### src/rtl/approx_add_pkg.sv
// approx_add_pkg
//   Shared types and helpers for the pipelined approximate adder.
//   - mode_e    : run-time approximation mode carried with each input beat
//   - err_width : width of the signed error sum - exact (W+2 bits)
//   - sat_add   : saturating add used by all statistics counters
package approx_add_pkg;

   typedef enum logic [1:0] {
      EXACT    = 2'd0,
      NAND_LSB = 2'd1,
      LOA      = 2'd2,
      RSVD     = 2'd3
   } mode_e;

   // Signed error of two W+1-bit signed sums needs one extra bit.
   function automatic int err_width(input int w);
      return w + 2;
   endfunction

   // Adds inc to acc and clamps at max_val. Operands are zero-extended
   // 64-bit values, so any counter up to 63 bits wide is handled without
   // the intermediate sum wrapping.
   function automatic logic [63:0] sat_add(input logic [63:0] acc,
                                           input logic [63:0] inc,
                                           input logic [63:0] max_val);
      logic [64:0] total;
      total = {1'b0, acc} + {1'b0, inc};
      if (total > {1'b0, max_val}) begin
         return max_val;
      end
      return total[63:0];
   endfunction

endpackage

### src/rtl/approx_add_stats.sv
// approx_add_stats
//   Error statistics for the approximate adder, updated on every output
//   transfer. All counters saturate at all-ones.
//   Ports:
//     clk, rst_n   clock, asynchronous active-low reset
//     xfer         output beat transferred this cycle
//     clr_stats    synchronous clear of all statistics; wins over xfer
//     sum          approximate sum of the transferring beat (signed)
//     exact        exact sum of the transferring beat (signed)
//     beat_cnt     transferred beats
//     err_cnt      beats where sum != exact
//     err_abs_sum  accumulated |sum - exact|
//     err_max      largest |sum - exact| seen
//   CNT_W + W must not exceed 63 (limit of the shared saturating adder).
module approx_add_stats
   import approx_add_pkg::*;
#(
   parameter int W     = 16,
   parameter int CNT_W = 32
) (
   input  logic               clk,
   input  logic               rst_n,
   input  logic               xfer,
   input  logic               clr_stats,
   input  logic [W:0]         sum,
   input  logic [W:0]         exact,
   output logic [CNT_W-1:0]   beat_cnt,
   output logic [CNT_W-1:0]   err_cnt,
   output logic [CNT_W+W-1:0] err_abs_sum,
   output logic [W:0]         err_max
);

   localparam int EW = err_width(W);
   localparam logic [CNT_W-1:0]   CNT_MAX = '1;
   localparam logic [CNT_W+W-1:0] ABS_MAX = '1;

   logic [EW-1:0] err;
   logic [W:0]    err_mag;

   // Both sums are W+1-bit signed; sign-extend once more before subtracting.
   assign err = {sum[W], sum} - {exact[W], exact};

   // |err| always fits W+1 bits, so the top bit only serves as the sign.
   assign err_mag = err[EW-1] ? (~err[W:0] + {{W{1'b0}}, 1'b1}) : err[W:0];

   always_ff @(posedge clk or negedge rst_n) begin
      if (!rst_n) begin
         beat_cnt    <= '0;
         err_cnt     <= '0;
         err_abs_sum <= '0;
         err_max     <= '0;
      end else if (clr_stats) begin
         beat_cnt    <= '0;
         err_cnt     <= '0;
         err_abs_sum <= '0;
         err_max     <= '0;
      end else if (xfer) begin
         beat_cnt    <= CNT_W'(sat_add(64'(beat_cnt), 64'd1, 64'(CNT_MAX)));
         if (err != '0) begin
            err_cnt  <= CNT_W'(sat_add(64'(err_cnt), 64'd1, 64'(CNT_MAX)));
         end
         err_abs_sum <= (CNT_W+W)'(sat_add(64'(err_abs_sum), 64'(err_mag),
                                           64'(ABS_MAX)));
         if (err_mag > err_max) begin
            err_max  <= err_mag;
         end
      end
   end

endmodule

### src/rtl/approx_add_pipe.sv
// approx_add_pipe
//   Pipelined signed approximate adder with an exact reference sum carried
//   alongside and live error statistics.
//   Ports:
//     clk, rst_n              clock, asynchronous active-low reset
//     in_valid, in_ready      input handshake
//     a, b                    W-bit signed operands
//     mode                    approximation mode (approx_add_pkg::mode_e)
//     out_valid, out_ready    output handshake
//     sum                     W+1-bit signed approximate sum
//     clr_stats               synchronous clear of the statistics
//     beat_cnt, err_cnt,
//     err_abs_sum, err_max    error statistics (see approx_add_stats)
//
//   Handshake: a beat moves on a rising edge when valid && ready. The whole
//   pipeline shares one enable en = !out_valid || out_ready; in_ready = en,
//   so a stalled output freezes every stage (bubbles are kept, not
//   collapsed) and sum/out_valid hold steady until out_ready rises.
//
//   The W+1-bit carry chain is cut into STAGES segments of ceil(W/STAGES)
//   bits; stage s resolves segment s for both the approximate and the exact
//   sum, and the carry out of each segment is registered for the next one.
module approx_add_pipe
   import approx_add_pkg::*;
#(
   parameter int W      = 16,
   parameter int K      = 1,
   parameter int STAGES = 2,
   parameter int CNT_W  = 32
) (
   input  logic               clk,
   input  logic               rst_n,
   input  logic               in_valid,
   output logic               in_ready,
   input  logic [W-1:0]       a,
   input  logic [W-1:0]       b,
   input  logic [1:0]         mode,
   output logic               out_valid,
   input  logic               out_ready,
   output logic [W:0]         sum,
   input  logic               clr_stats,
   output logic [CNT_W-1:0]   beat_cnt,
   output logic [CNT_W-1:0]   err_cnt,
   output logic [CNT_W+W-1:0] err_abs_sum,
   output logic [W:0]         err_max
);

   localparam int N   = W + 1;
   localparam int SEG = (W + STAGES - 1) / STAGES;

   // Ripple one segment [lo, hi] of the chain. Bits flagged in fix carry a
   // precomputed result in p and force their carry-out to g; this is how
   // the approximate LSBs inject their own carry into bit K.
   function automatic logic [N:0] seg_add(input logic [N-1:0] p,
                                          input logic [N-1:0] g,
                                          input logic [N-1:0] fix,
                                          input logic [N-1:0] acc,
                                          input logic         cin,
                                          input int           lo,
                                          input int           hi);
      logic         c;
      logic [N-1:0] r;
      c = cin;
      r = acc;
      for (int i = 0; i < N; i++) begin
         if (i >= lo && i <= hi) begin
            r[i] = fix[i] ? p[i] : (p[i] ^ c);
            c    = fix[i] ? g[i] : (g[i] | (p[i] & c));
         end
      end
      return {c, r};
   endfunction

   logic          en;
   mode_e         mode_sel;
   logic [N-1:0]  a_ext, b_ext;
   logic [N-1:0]  ap0, ag0, afix0;
   logic          cin0;

   // Per-stage inputs (i_*), combinational results (d_*), registers (q_*).
   logic          i_v    [STAGES];
   logic [N-1:0]  i_ap   [STAGES];
   logic [N-1:0]  i_ag   [STAGES];
   logic [N-1:0]  i_afix [STAGES];
   logic [N-1:0]  i_ep   [STAGES];
   logic [N-1:0]  i_eg   [STAGES];
   logic [N-1:0]  i_asum [STAGES];
   logic [N-1:0]  i_esum [STAGES];
   logic          i_ac   [STAGES];
   logic          i_ec   [STAGES];

   logic [N-1:0]  d_asum [STAGES];
   logic [N-1:0]  d_esum [STAGES];
   logic          d_ac   [STAGES];
   logic          d_ec   [STAGES];

   logic          q_v    [STAGES];
   logic [N-1:0]  q_ap   [STAGES];
   logic [N-1:0]  q_ag   [STAGES];
   logic [N-1:0]  q_afix [STAGES];
   logic [N-1:0]  q_ep   [STAGES];
   logic [N-1:0]  q_eg   [STAGES];
   logic [N-1:0]  q_asum [STAGES];
   logic [N-1:0]  q_esum [STAGES];
   logic          q_ac   [STAGES];
   logic          q_ec   [STAGES];

   assign en       = !out_valid || out_ready;
   assign in_ready = en;
   assign mode_sel = mode_e'(mode);

   // Operand preparation: per-bit propagate/generate of the sign-extended
   // operands. In the approximate modes the low K bits are replaced by the
   // NAND/OR result and all of them generate the same carry, so only
   // a[K-1] & b[K-1] reaches bit K. RSVD falls through as exact.
   always_comb begin
      a_ext = {a[W-1], a};
      b_ext = {b[W-1], b};
      cin0  = a[K-1] & b[K-1];
      ap0   = a_ext ^ b_ext;
      ag0   = a_ext & b_ext;
      afix0 = '0;
      if (mode_sel == NAND_LSB || mode_sel == LOA) begin
         for (int i = 0; i < K; i++) begin
            afix0[i] = 1'b1;
            ap0[i]   = (mode_sel == NAND_LSB) ? ~(a[i] & b[i]) : (a[i] | b[i]);
            ag0[i]   = cin0;
         end
      end
   end

   for (genvar s = 0; s < STAGES; s++) begin : g_stage
      localparam int LO = s * SEG;
      localparam int HI = (s == STAGES - 1) ? N - 1 : (s + 1) * SEG - 1;

      if (s == 0) begin : g_first
         assign i_v[s]    = in_valid;
         assign i_ap[s]   = ap0;
         assign i_ag[s]   = ag0;
         assign i_afix[s] = afix0;
         assign i_ep[s]   = a_ext ^ b_ext;
         assign i_eg[s]   = a_ext & b_ext;
         assign i_asum[s] = '0;
         assign i_esum[s] = '0;
         assign i_ac[s]   = 1'b0;
         assign i_ec[s]   = 1'b0;
      end else begin : g_next
         assign i_v[s]    = q_v[s-1];
         assign i_ap[s]   = q_ap[s-1];
         assign i_ag[s]   = q_ag[s-1];
         assign i_afix[s] = q_afix[s-1];
         assign i_ep[s]   = q_ep[s-1];
         assign i_eg[s]   = q_eg[s-1];
         assign i_asum[s] = q_asum[s-1];
         assign i_esum[s] = q_esum[s-1];
         assign i_ac[s]   = q_ac[s-1];
         assign i_ec[s]   = q_ec[s-1];
      end

      assign {d_ac[s], d_asum[s]} = seg_add(i_ap[s], i_ag[s], i_afix[s],
                                            i_asum[s], i_ac[s], LO, HI);
      assign {d_ec[s], d_esum[s]} = seg_add(i_ep[s], i_eg[s], '0,
                                            i_esum[s], i_ec[s], LO, HI);
   end

   always_ff @(posedge clk or negedge rst_n) begin
      if (!rst_n) begin
         for (int s = 0; s < STAGES; s++) begin
            q_v[s]    <= 1'b0;
            q_ap[s]   <= '0;
            q_ag[s]   <= '0;
            q_afix[s] <= '0;
            q_ep[s]   <= '0;
            q_eg[s]   <= '0;
            q_asum[s] <= '0;
            q_esum[s] <= '0;
            q_ac[s]   <= 1'b0;
            q_ec[s]   <= 1'b0;
         end
      end else if (en) begin
         for (int s = 0; s < STAGES; s++) begin
            q_v[s]    <= i_v[s];
            q_ap[s]   <= i_ap[s];
            q_ag[s]   <= i_ag[s];
            q_afix[s] <= i_afix[s];
            q_ep[s]   <= i_ep[s];
            q_eg[s]   <= i_eg[s];
            q_asum[s] <= d_asum[s];
            q_esum[s] <= d_esum[s];
            q_ac[s]   <= d_ac[s];
            q_ec[s]   <= d_ec[s];
         end
      end
   end

   assign out_valid = q_v[STAGES-1];
   assign sum       = q_asum[STAGES-1];

   approx_add_stats #(
      .W     (W),
      .CNT_W (CNT_W)
   ) u_stats (
      .clk         (clk),
      .rst_n       (rst_n),
      .xfer        (out_valid && out_ready),
      .clr_stats   (clr_stats),
      .sum         (q_asum[STAGES-1]),
      .exact       (q_esum[STAGES-1]),
      .beat_cnt    (beat_cnt),
      .err_cnt     (err_cnt),
      .err_abs_sum (err_abs_sum),
      .err_max     (err_max)
   );

endmodule

### config.mk
export PLATFORM = sky130hd
export DESIGN_NAME = approx_add_pipe
export DESIGN_NICKNAME = d
export VERILOG_FILES = /design/src/rtl/approx_add_pkg.sv /design/src/rtl/approx_add_stats.sv /design/src/rtl/approx_add_pipe.sv
export SDC_FILE = /design/constraint.sdc
export NUM_CORES = 1
export LEC_CHECK = 0
export CELL_PAD_IN_SITES_DETAIL_PLACEMENT = 0
export CELL_PAD_IN_SITES_GLOBAL_PLACEMENT = 2
export CORE_MARGIN = 10
export CORE_UTILIZATION = 34
export DETAILED_ROUTE_END_ITERATION = 8
export HOLD_SLACK_MARGIN = 0.05
export PLACE_DENSITY_LB_ADDON = 0.1
export SYNTH_ARGS = -nofsm -noshare
export SYNTH_HDL_FRONTEND = slang
export SYNTH_SLANG_ARGS = --single-unit
### constraint.sdc
create_clock -name clk -period 7.3 [get_ports clk]
set_input_delay 1.095 -clock clk [delete_from_list [all_inputs] [get_ports clk]]
set_output_delay 1.095 -clock clk [all_outputs]
set_load 0.02 [all_outputs]
==> metrics.md <==
| Metric | Value |
|---|---|
| Status | `finished clean` |
| Async S/R FF share, synth | `1.00` |
| Setup crit end kind | `register` |
| CTS tree | `done` |
| Post-synthesis sequential area ratio | `0.371` |
| Final core occ | `0.420` |
| Data arrival, critical path | `5840 ps` |
| Post-CTS Setup Inserts | `0` |
| Top FF cell, synth | `dfrtp_1` |
| Final setup vio count | `0` |
| ANT nets after route | `0` |
| # diodes | `0` |
| Max cap viols | `0` |
| Number of antenna violations at the first check in global routing | `0` |
| Critical path peak fanout | `20` |
| Number of global-route vias before repair | `11,500` |
| Post-route setup TNS | `0 ps` |
| CORE AREA | `38,800 um^2` |
| Clk buf depth | `2` |
| Initial Util | `0.346` |
| Tot GR Track Use | `0.176` |
| Post-CTS Resized | `0` |
| Synth warn | `0` |
| Worst skew pair latency | `460 ps` |
| Syn Area/Cell | `9.04 um^2` |
| Clock sink total | `199` |
| Yosys reg bits | `199` |
| Row count | `72` |
| Residual DRC | `0` |
| Gr ovfl total | `0` |
| First-pass GRT wire length | `67,600 um` |
| GP Congestion | `0.816` |
| PwrDens | `423 nW/um^2` |
| Routed len/inst | `19.8 um` |
| Clock transition at path regs | `80 ps` |
| Leakage | `6.63 nW` |
| Largest cells by area after synthesis | `dfrtp_1 (37%), ha_1 (8.1%), nor2_1 (4.2%)` |
| Max H-tree Level | `4` |
| Vias | `11,800` |
| Total I/O pin count | `187` |
| Post-synthesis cell count | `1,486` |
| Fin crit period | `5530 ps` |
| Hold-fix buffer count after cts | `0` |
| Synth cell types | `78` |
| Worst Hold Class | `register to register` |
| Post-route clock skew | `9.51 ps` |
| EDFF count, synth | `0` |
| Cell taking the most area after synthesis | `dfrtp_1` |
| P&R area growth vs syn | `21.4%` |
| Fmax | `0.181 GHz` |
| Worst-margin pin slew | `1170 ps` |
| Layout cells sized above 1 | `0.0754` |
| IR Drop Worst-Case VDD | `0.483 mV` |
| WS Path Type | `register to register` |
| RSZ-0062 raised after global routing | `false` |
| Headroom to the max-slew limit | `0.217` |
| Maximum number of pins on one net before global-route repair | `103` |
| Die X | `219 um` |
| Synth top area share | `0.371` |
| DRT iter0 DRCs | `806` |
| CP startpoint kind | `register` |
| Period utilisation layout | `0.758` |
| Nets | `1,761` |
| Final Hold Fails | `0` |
| DP Wirelength | `31,100 um` |
| CTS Buf Count | `17` |
| Die Area | `47,900 um^2` |
| Syn Nets | `1,628` |
| CTS root buffer | `clkbuf_16` |
| Final slew viol count | `0` |
| PortBufs | `186` |
| DR pass1 iterations | `5` |
| Die height | `219 um` |
| Via-to-Cell Ratio | `5.49` |
| DRT Wirelength | `42,500 um` |
| Syn Std Cell Area | `13,400 um^2` |
| Critical Path RT | `7610 ps` |
## per-stage QoR
stage / std cells / instance area, um^2 / hold slack, ps / power (W) / worst slack (ps)
global placement: 2118 / 15700 / 464 / 0.00591 / 1680
CTS: 2149 / 16300 / 486 / 0.00697 / 1750
detailed placement: 2118 / 15700 / 466 / 0.00588 / 1800
finish: 2149 / 16300 / 479 / 0.00689 / 1770
global route: 2149 / 16300 / 524 / 0.00752 / 1120
floorplan: 1486 / 13400 / 430 / 0.00461 / 1910
## cells in the mapped netlist, types with 9 or more instances
cell type,instances
xnor2_1,29
o21ai_0,67
a21oi_1,102
mux2i_1,23
nor3_1,38
nand3_1,45
nor4_1,17
nand4_1,26
a21o_1,17
mux2_2,45
a41oi_1,15
fa_1,16
dfrtp_1,199
nor2_1,150
a311oi_1,51
a31oi_1,29
clkbuf_1,66
xor2_1,19
or2_2,15
inv_1,76
nand2b_1,10
nor2b_1,15
a211oi_1,39
and3_1,34
o21a_1,13
and4_1,9
nand2_1,109
and2_1,15
ha_1,87
## power by group
part	internal, W	leakage (nW)	switching [W]
logic	0.00178	3.73	0.00266
clock network	0.000559	0.290	0.000464
registers	0.00127	2.61	0.000152
## kinds of logic (layout without fill, tap and decap cells)
kind of cell               Yosys count  in the layout  share of synthesized area
xor gates and xnor gates            48             48                     0.0313
adders and majority gates          103            103                      0.105
and+or+nand+nor                    531            531                      0.204
buffers and inverters              158            303                     0.0466
muxes                               68             68                     0.0549
AOI/OAI and AO/OA                  379            379                      0.188
DFF                                199            199                      0.371
## cells in the final DEF, fill, tap and decap left out, drive strengths merged, types with 23 or more instances in the layout
cell type and count:
mux2i 23, a211oi 40, dfrtp 199, nand2 109, mux2 45, a311oi 51, nand4 28, ha 87
xnor2 29, clkdlybuf4s50 184, nor3 40, nor4 23, nor2 151, o21ai 68, a21oi 103, and3 35
nand3 45, a31oi 29, inv 78
## cell type report
cell class | count | area (um^2)
Clock inverter | 10 | 145
Timing Repair Buffer | 196 | 1950
Sequential cell | 199 | 4980
Clock buffer | 21 | 460
Multi-Input combinational cell | 1129 | 7840
Inverter | 76 | 285
Fill cell | 3870 | 22500
Tap cell | 518 | 648
## critical path, stage by stage (launching register included)
cell and delay, ps:
dfrtp_1 410, ha_1 440, nand2_1 140, nor2_1 150, o211ai_1 170, a21o_1 270, a21o_1 170, a41oi_1 200
buf_4 250, nor2_1 70, xnor2_1 330, ha_1 340, a21o_1 180, a21oi_1 270, o211ai_1 170, a21oi_1 350
o21bai_1 260, nand2_1 110, buf_4 250, nand2_1 130, nor4_1 450, a31o_2 220, o41ai_1 60
## state kept, by name, summed over array words and instances, names as in the netlist
name and count:
u_stats.err_max 17, i_ap 9, d_esum 7, q_esum 17, u_stats.err_cnt 32, i_ep 1, i_v 1, i_ec 1
out_valid 1, d_asum 7, u_stats.err_abs_sum 48, u_stats.beat_cnt 32, i_ac 1, i_ag 8, sum 17
## path summary, 6_finish.rpt
| check | from | endpoint | slack (ps) | cells after the start |
|---|---|---|---|---|
| min | d_esum[6] | q_esum[6] | 480 | 2 |
| max reg2reg | sum[7] | u_stats.err_abs_sum[45] | 1770 | 22 |
| max | sum[7] | u_stats.err_abs_sum[45] | 1770 | 22 |
| min in group asynchronous | rst_n | u_stats.beat_cnt[10] | 690 | 1 |
| max in group asynchronous | rst_n | d_esum[2] | 5500 | 2 |
| min reg2reg | d_esum[6] | q_esum[6] | 480 | 2 |
## routing by layer
layer	vias up	track usage	part of all wire
met5	-	0	0
met4	0	0.0448	0.014
met3	31	0.0352	0.047
met2	228	0.274	0.46
met1	5822	0.243	0.47
li1	5715	-	-
Power figures use the tool's default switching activity.
